## src/rtl/mipi_csi2_capture_ctrl.sv

```systemverilog
// Capture sequencer between mipi_csi2_des and the image pipeline: arms on a clean frame
// start, gates whole frames, runs N-frame/continuous capture and resyncs stalled links.
// Optional frame-size statistics are built when MIPI_CAP_STATS_EN is defined.
module mipi_csi2_capture_ctrl #(
   parameter int DATA_WIDTH    = 8,
   parameter int RESYNC_CYCLES = 16,
   parameter int CNT_WIDTH     = 16
) (
   input  logic                  img_clk,
   input  logic                  reset,
   input  logic                  start,
   input  logic                  stop,
   input  logic [CNT_WIDTH-1:0]  num_frames,
   input  logic [CNT_WIDTH-1:0]  timeout,
   output logic                  des_enable,
   input  logic                  fv_in,
   input  logic                  lv_in,
   input  logic                  dv_in,
   input  logic [DATA_WIDTH-1:0] dat_in,
   output logic                  fv_out,
   output logic                  lv_out,
   output logic                  dv_out,
   output logic [DATA_WIDTH-1:0] dat_out,
   output logic                  busy,
   output logic                  frame_done,
   output logic                  frame_abort,
   output logic [CNT_WIDTH-1:0]  frame_cnt,
   output logic [7:0]            timeout_cnt,
   input  logic [CNT_WIDTH-1:0]  exp_lines,
   input  logic [CNT_WIDTH-1:0]  exp_ppl,
   output logic [CNT_WIDTH-1:0]  last_lines,
   output logic [CNT_WIDTH-1:0]  last_ppl,
   output logic                  size_err
);

   localparam int RS_W = (RESYNC_CYCLES > 2) ? $clog2(RESYNC_CYCLES) : 1;
   localparam logic [RS_W-1:0] RS_LAST = RS_W'(RESYNC_CYCLES - 1);

   typedef enum logic [1:0] {IDLE, ARM, CAPTURE, RESYNC} state_t;

   state_t                 state, state_nxt;
   logic                   fv_d;
   logic                   fs, fe;
   logic [CNT_WIDTH-1:0]   wd_cnt;
   logic                   wd_fire;
   logic [RS_W-1:0]        rs_cnt;
   logic [CNT_WIDTH-1:0]   frames_left;
   logic                   stop_pend;
   logic                   accept_start;
   logic                   gate_open;
   logic                   done_nxt;
   logic                   abort_nxt;

   assign fs           = fv_in & ~fv_d;
   assign fe           = ~fv_in & fv_d;
   assign accept_start = (state == IDLE) & start & ~stop;
   assign wd_fire      = ((state == ARM) | (state == CAPTURE)) & (timeout != '0) & (wd_cnt == timeout);

   always_ff @(posedge img_clk) begin
      if (reset) state <= IDLE;
      else       state <= state_nxt;
   end

   always_comb begin
      state_nxt = state;
      case (state)
         IDLE:    if (accept_start) state_nxt = ARM;
         ARM: begin
            if (wd_fire)                state_nxt = RESYNC;
            else if (stop | stop_pend)  state_nxt = IDLE;
            else if (fs)                state_nxt = CAPTURE;
         end
         CAPTURE: begin
            if (wd_fire) state_nxt = RESYNC;
            else if (fe) begin
               if (stop_pend | stop | (frames_left == CNT_WIDTH'(1))) state_nxt = IDLE;
               else                                                   state_nxt = ARM;
            end
         end
         RESYNC:  if (rs_cnt == RS_LAST) state_nxt = ARM;
         default: state_nxt = IDLE;
      endcase
   end

   // A frame only opens the gate on the fs cycle that actually moves ARM into CAPTURE
   always_comb begin
      des_enable = (state == ARM) | (state == CAPTURE);
      busy       = (state != IDLE);
      gate_open  = ~wd_fire & ((state == CAPTURE) | ((state == ARM) & (state_nxt == CAPTURE)));
      done_nxt   = (state == CAPTURE) & fe & ~wd_fire;
      abort_nxt  = (state == CAPTURE) & wd_fire;
   end

   always_ff @(posedge img_clk) begin
      if (reset) begin
         fv_d        <= 1'b0;
         wd_cnt      <= '0;
         rs_cnt      <= '0;
         frames_left <= '0;
         stop_pend   <= 1'b0;
         frame_cnt   <= '0;
         timeout_cnt <= '0;
         frame_done  <= 1'b0;
         frame_abort <= 1'b0;
         fv_out      <= 1'b0;
         lv_out      <= 1'b0;
         dv_out      <= 1'b0;
         dat_out     <= '0;
      end else begin
         fv_d <= fv_in;
         if ((state_nxt != state) | fs | fe | dv_in | ~des_enable) wd_cnt <= '0;
         else                                                      wd_cnt <= wd_cnt + CNT_WIDTH'(1);
         if (state == RESYNC) rs_cnt <= rs_cnt + RS_W'(1);
         else                 rs_cnt <= '0;
         if (accept_start) frames_left <= num_frames;
         else if ((state == CAPTURE) & (state_nxt == ARM) & (frames_left != '0))
            frames_left <= frames_left - CNT_WIDTH'(1);
         if (accept_start)                                     stop_pend <= 1'b0;
         else if (((state == CAPTURE) | (state == RESYNC)) & stop) stop_pend <= 1'b1;
         if (done_nxt)                        frame_cnt   <= frame_cnt + CNT_WIDTH'(1);
         if (wd_fire & (timeout_cnt != 8'hFF)) timeout_cnt <= timeout_cnt + 8'd1;
         frame_done  <= done_nxt;
         frame_abort <= abort_nxt;
         fv_out      <= fv_in & gate_open;
         lv_out      <= lv_in & gate_open;
         dv_out      <= dv_in & gate_open;
         dat_out     <= dat_in;
      end
   end

`ifdef MIPI_CAP_STATS_EN
   logic                 lv_d;
   logic                 lv_rise;
   logic [CNT_WIDTH-1:0] line_cnt;
   logic [CNT_WIDTH-1:0] pix_cnt;

   assign lv_rise = lv_in & ~lv_d;

   // Line count restarts with each frame; pixel count always holds the latest line
   always_ff @(posedge img_clk) begin
      if (reset) begin
         lv_d       <= 1'b0;
         line_cnt   <= '0;
         pix_cnt    <= '0;
         last_lines <= '0;
         last_ppl   <= '0;
         size_err   <= 1'b0;
      end else begin
         lv_d <= lv_in;
         if (gate_open) begin
            line_cnt <= ((state == ARM) ? '0 : line_cnt) + CNT_WIDTH'(lv_rise);
            if (lv_rise)              pix_cnt <= CNT_WIDTH'(dv_in);
            else if (lv_in & dv_in)   pix_cnt <= pix_cnt + CNT_WIDTH'(1);
         end else if (state != CAPTURE) begin
            line_cnt <= '0;
         end
         if (done_nxt) begin
            last_lines <= line_cnt;
            last_ppl   <= pix_cnt;
            if (((exp_lines != '0) & (line_cnt != exp_lines)) | ((exp_ppl != '0) & (pix_cnt != exp_ppl)))
               size_err <= 1'b1;
         end
         if (accept_start) size_err <= 1'b0;
      end
   end
`else
   logic unused_stats;
   assign unused_stats = ^{exp_lines, exp_ppl};
   assign last_lines   = '0;
   assign last_ppl     = '0;
   assign size_err     = 1'b0;
`endif

endmodule

```

## config.mk

```make
export PLATFORM = sky130hd
export DESIGN_NAME = mipi_csi2_capture_ctrl
export DESIGN_NICKNAME = d
export VERILOG_FILES = /design/src/rtl/mipi_csi2_capture_ctrl.sv
export SDC_FILE = /design/constraint.sdc
export NUM_CORES = 1
export LEC_CHECK = 0
export CAP_MARGIN = 20
export CORE_AREA = 4 4 134 72
export CTS_BUF_LIST = sky130_fd_sc_hd__clkbuf_8
export DETAILED_ROUTE_END_ITERATION = 6
export DIE_AREA = 0 0 138 76
export HOLD_SLACK_MARGIN = 0.08
export PLACE_DENSITY_LB_ADDON = 0.25
export SLEW_MARGIN = 20
export SYNTH_ARGS = -nofsm -noshare
export SYNTH_HDL_FRONTEND = slang
export SYNTH_SLANG_ARGS = --single-unit
```

## constraint.sdc

```tcl
create_clock -name img_clk -period 4.7 [get_ports img_clk]
set_clock_uncertainty 0.2 [all_clocks]
set_input_delay 0.94 -clock img_clk [delete_from_list [all_inputs] [get_ports img_clk]]
set_output_delay 0.94 -clock img_clk [all_outputs]
set_load 0.05 [all_outputs]
```

# --- After elaboration in Yosys (flattened, before gate mapping) ---
# Index checks and enable logic that the tools add are counted.
word_totals:
  inputBits: 79
  reg_bits: 77
  word_cells: 81
classes:
  n_addsub: 5
  eq_ne: 10
  mux: 11
  reduce_logical: 8
  n_bitwise: 33
ops:
  columns: ["op", "count"]
  rows:
  - ["$add 16x1->16 const B", 2]
  - ["$mux 16", 2]
  - ["$reduce_bool 16->1", 2]
  - ["$and 1x1->1", 18]
  - ["$eq 16x1->1 const B", 1]
  - ["$eq 16x16->1", 1]
  - ["$sub 16x1->16 const B", 1]
  - ["$mux 2", 7]
  - ["$or 1x1->1", 9]
  - ["$add 8x1->8 const B", 1]
  - ["$ne 8x8->1 const B", 1]
  - ["$pmux 2 s4", 1]
  - ["$eq 2x2->1 const B", 3]
  - ["$not 1->1", 6]
  - ["$reduce_or 2->1", 3]
  - ["$add 4x1->4 const B", 1]
  - ["$eq 2x1->1 const B", 2]
  - ["$eq 4x4->1 const B", 1]
  - ["$reduce_bool 2->1", 2]
  - ["$logic_not 2->1", 1]
  - ["$ne 2x2->1", 1]
  - ["$mux 1", 1]

# --- Logic depth before layout (Yosys ltp) ---
depth:
  ltp_word: 12
  ltp_mapped: 10

# --- Least setup slack after synthesis ---
# Ideal clock, no wire load.
synth_path:
  kind: "input to register"
  startpoint: "input port timeout[7]"
  endpoint: "register frames_left[10]"
  path_buffers: 1
  path_slack_ps: 1663
  cell_stages: 8
  arrival_time_ps: 2746
  cell_sequence: "xnor2_1 nand4_1 nor4_4 a211o_4 nand4_4 buf_6 or4_1 a311oi_1"
synth_between:
  elab_chain_len: 9
  word_cells_on_any_way: 11
  cone_classes: "eq/ne: 2; mux: 3; bitwise: 4; reduce/logical: 2"
synth_lines:
  columns: ["item", "line_no", "source"]
  rows:
  - ["start, declared", "14", "input logic [CNT_WIDTH-1:0] timeout,"]
  - ["$reduce_bool 16->1", "57", "assign wd_fire = ((state == ARM) | (state == CAPTURE)) & (timeout != '0) & (wd_cnt == timeout);"]
  - ["$and 1x1->1", "57", null]
  - ["$and 1x1->1 *", "57", null]
  - ["$mux 2 (on tied branches)", "74, 69", null]
  - ["$pmux 2 s4 *", "66", "case (state)"]
  - ["$eq 2x1->1 *", "116", "else if ((state == CAPTURE) & (state_nxt == ARM) & (frames_left != '0))"]
  - ["$and 1x1->1 * (2 in a row)", "116", null]
  - ["$reduce_bool 2->1 (no source line) *", null, null]
  - ["end signal, assigned", "115", "if (accept_start) frames_left <= num_frames;"]
  - ["end signal, assigned", "117", "frames_left <= frames_left - CNT_WIDTH'(1);"]
  - ["end, declared", "47", "logic [CNT_WIDTH-1:0] frames_left;"]
# Every way passes the cells marked *; elsewhere a longest branch is shown, timed or not.
# A chain may end at the register's enable or synchronous reset.

# --- Worst setup path in the final report ---
layout_path:
  startpoint: "input port timeout[4]"
  endpoint: "register frames_left[13]"
# Same word-level chain as after synthesis.

==> results.md <==
* PostCTS Resize Cnt at 0
* Die Y at approximately 76 µm
* Sinks on the clock net at slightly below 80
* Full die area at ~0.010 mm²
* CTS buffer count at 9
* Async S/R FF share, synth at 0%
* Root Driver: clkbuf_8
* Post-CTS setup buffers at 0
* Syn. warnings at 0
* Max-cap viol count at 0
* FMAX at 273 MHz
* Hold Buf Count CTS at 0
* DR WL/cell at between 10 and 15 µm
* CP peak stage delay at 0.61 ns
* Post-Syn Instances at 480
* Fin crit share at between 70% and 80%
* Clock buffer depth at 2
* Critical path arrival at approximately 3.7 ns
* Core ar. at about 0.0085 mm²
* Max_slew headroom at 48.2%
* Peak supply drop at between 0.0001 and 0.00015 V
* Vias in the first global route at around 3,300
* IO Pins at about 150
* Status: finished, final reports clean
* Finished Layout Cells at ~690
* Core Util, Final at between 60% and 70%
* Total negative slack at 0 ns
* Final ANT Viol Nets at 0
* Cell Chain, Critical Path: clkdlybuf4s50_1 > nor4_1 > and4_1 > nor4_1 > a21boi_2 > nand4_2 > or4b_1 > a311oi_1
* H-tree depth at 3
* Pwr dens at about 280 mW/mm²
* Final min period at approximately 3.7 ns
* Row Count at 24
* Global-route wire length before repair at 16.2 mm
* Iter 0 DRT Violations at 199
* Final HPWL DP at approximately 7.6 mm
* TritonCTS clock tree: done
* Final hold violations at 0
* Slew Viols, Final at 0
* Final Wtd Congestion at 0.924
* Critical Path RT at 4.76 ns
* Initial Util at between 40% and 50%
* Top FF cell, synth: dfxtp_1
* # port buffers at between 80 and 90
* Clk_lat worst skew at 0.35 ns
* Nets@finish at 657
* Critical path's slowest cell: or4b_1
* Post-synth cell types at 56
* Top-area cell type share of the netlist area at 37.3%
* CP Launch Type: input port
* Router iterations before antenna repair at 5
* Worst-path clk slew at 0.07 ns
* Crit path top cell by count: nor4_1
* P&R area growth vs syn at 23.8%
* Synthesized area at a little over 0.004 mm²
* RSZ-0062 raised after global routing: no
* Antenna violations before repair at 0
* Leak at between 1.5 and 2 nW
* Vias post-DR at 3,603
* FILL cells at 739
* Area contributors post-synth: dfxtp_1 37%, buf_4 6.4%, nor2_1 6.3%, xnor2_1 5.9%, xor2_1 4.0%
* CP endpoint kind: flop
* Die width at around 140 µm
* Layout cell share with drive strength beyond 1 at around 5.1%
* HP Class: flop to flop
* Largest net degree at the start of global routing at 38
* Post-placement cell count at around 670
* Grt ovf at 0
* Commonest non-fill, non-tap cell in the layout: clkdlybuf4s50_1
* Global Route Usage Sum at a little under a fifth
* Worst slew pin tran at just under 0.8 ns
* Worst Setup Path Type: input port to flop
* DR vias/cell at approximately 5.3
* Routed wire length at around 9.9 mm
* Antenna Cells at 0
* Post-synthesis average cell area at 8.62 µm²
* Area leader, netlist: dfxtp_1
* Post-route DRC at 0
* Final Setup Violations at 0
* Most frequent cells in the layout: 84 x clkdlybuf4s50_1, 77 x dfxtp_1, 69 x nor2_1, 33 x conb_1, 28 x xnor2_1
* Crit path max fanout at 14
* Register area share after synthesis at 37.3%
* Flip-flop and latch count after synthesis at 77
* Number of synthesized flops with an enable pin at 0
## area by class of cell
class                   instances  area, µm²  area share [%]
clock inverters                 5       28.8           0.562
multi-input cells             372       2340            45.7
inverters                      18       67.6            1.32
well taps                     117        146            2.86
clock buffers                  10        138            2.69
repair buffers                 87        861            16.8
flip-flops and latches         77       1540            30.1
## worst max-delay path, delay by kind of cell
family	cells	cell delay, ns
buffers and inverters	1	0.46
AO/OA/AOI/OAI	2	0.57
AND/OR/NAND/NOR	5	1.74
## where the power goes
group          switching (W)  internal, W  total, W
clock network       0.000236     0.000200  0.000436
registers          0.0000223     0.000672  0.000694
logic               0.000193    0.0000993  0.000292
total               0.000451     0.000972   0.00142
## state kept, by name (all words and copies together), names as in the netlist, 2 cells and up
register / flops
rs_cnt: 4
wd_cnt: 16
frames_left: 16
timeout_cnt: 8
dat_out: 8
frame_cnt: 16
state: 2
## layer usage
layer	track usage, %	share of wire [%]	vias up
li1	-	-	1786
met1	26.4	48	1671
met2	27.2	43	132
met3	5.20	7.5	14
met4	5.03	1.2	0
met5	0	0	-
## path summary, 6_finish.rpt
path,start,endpoint,slack (ns),depth (start not counted)
max,timeout[4],frames_left[13]$_SDFFE_PP0P_,1.04,8
min,rs_cnt[0]$_SDFF_PP0_,rs_cnt[0]$_SDFF_PP0_,0.25,1
max reg2reg,state[0]$_SDFF_PP0_,frames_left[13]$_SDFFE_PP0P_,1.35,8
min reg2reg,rs_cnt[0]$_SDFF_PP0_,rs_cnt[0]$_SDFF_PP0_,0.25,1
## cell families after synthesis
logic type      after synthesis  share of synthesized area [%]
simple gates                211                           27.6
fa+ha+maj                    13                           3.93
other cells                   1                         0.0907
buf+inv                      63                           9.07
flops                        77                           37.3
compound gates               63                           10.7
mux                           4                          0.998
xor+xnor                     48                           10.3
## per-stage QoR
stage	total power, W	hold slack, ns	area, µm²	setup WS, ns
final	0.00142	0.255	5120	1.04
after detailed placement	0.000997	0.241	4960	0.740
after global routing	0.00149	0.279	5120	0.949
after global placement	0.000991	0.228	4960	0.746
after CTS	0.00144	0.259	5120	1.09
after floorplan	0.000926	0.218	4260	1.66
## synth_stat cells, types with 2 or more instances
| master | number |
|---|---|
| nor4_1 | 7 |
| nand4_1 | 9 |
| nor2_1 | 69 |
| clkbuf_1 | 9 |
| nand2_1 | 22 |
| xor2_1 | 19 |
| a211oi_1 | 2 |
| or4_1 | 7 |
| a31oi_1 | 2 |
| nor3_1 | 11 |
| xnor2_1 | 28 |
| or3_1 | 19 |
| and2_1 | 3 |
| o21ai_1 | 3 |
| dfxtp_1 | 77 |
| a311oi_1 | 12 |
| inv_1 | 18 |
| o21ai_0 | 13 |
| buf_4 | 35 |
| and3_1 | 5 |
| o31ai_1 | 6 |
| nand4b_1 | 2 |
| nor3b_1 | 4 |
| or2_2 | 2 |
| a21oi_1 | 14 |
| nand2b_1 | 6 |
| and4_1 | 3 |
| nor2b_1 | 12 |
| ha_1 | 13 |
| mux2i_1 | 3 |
| nand3_1 | 20 |
No activity file was read; power rests on OpenSTA's default activity.
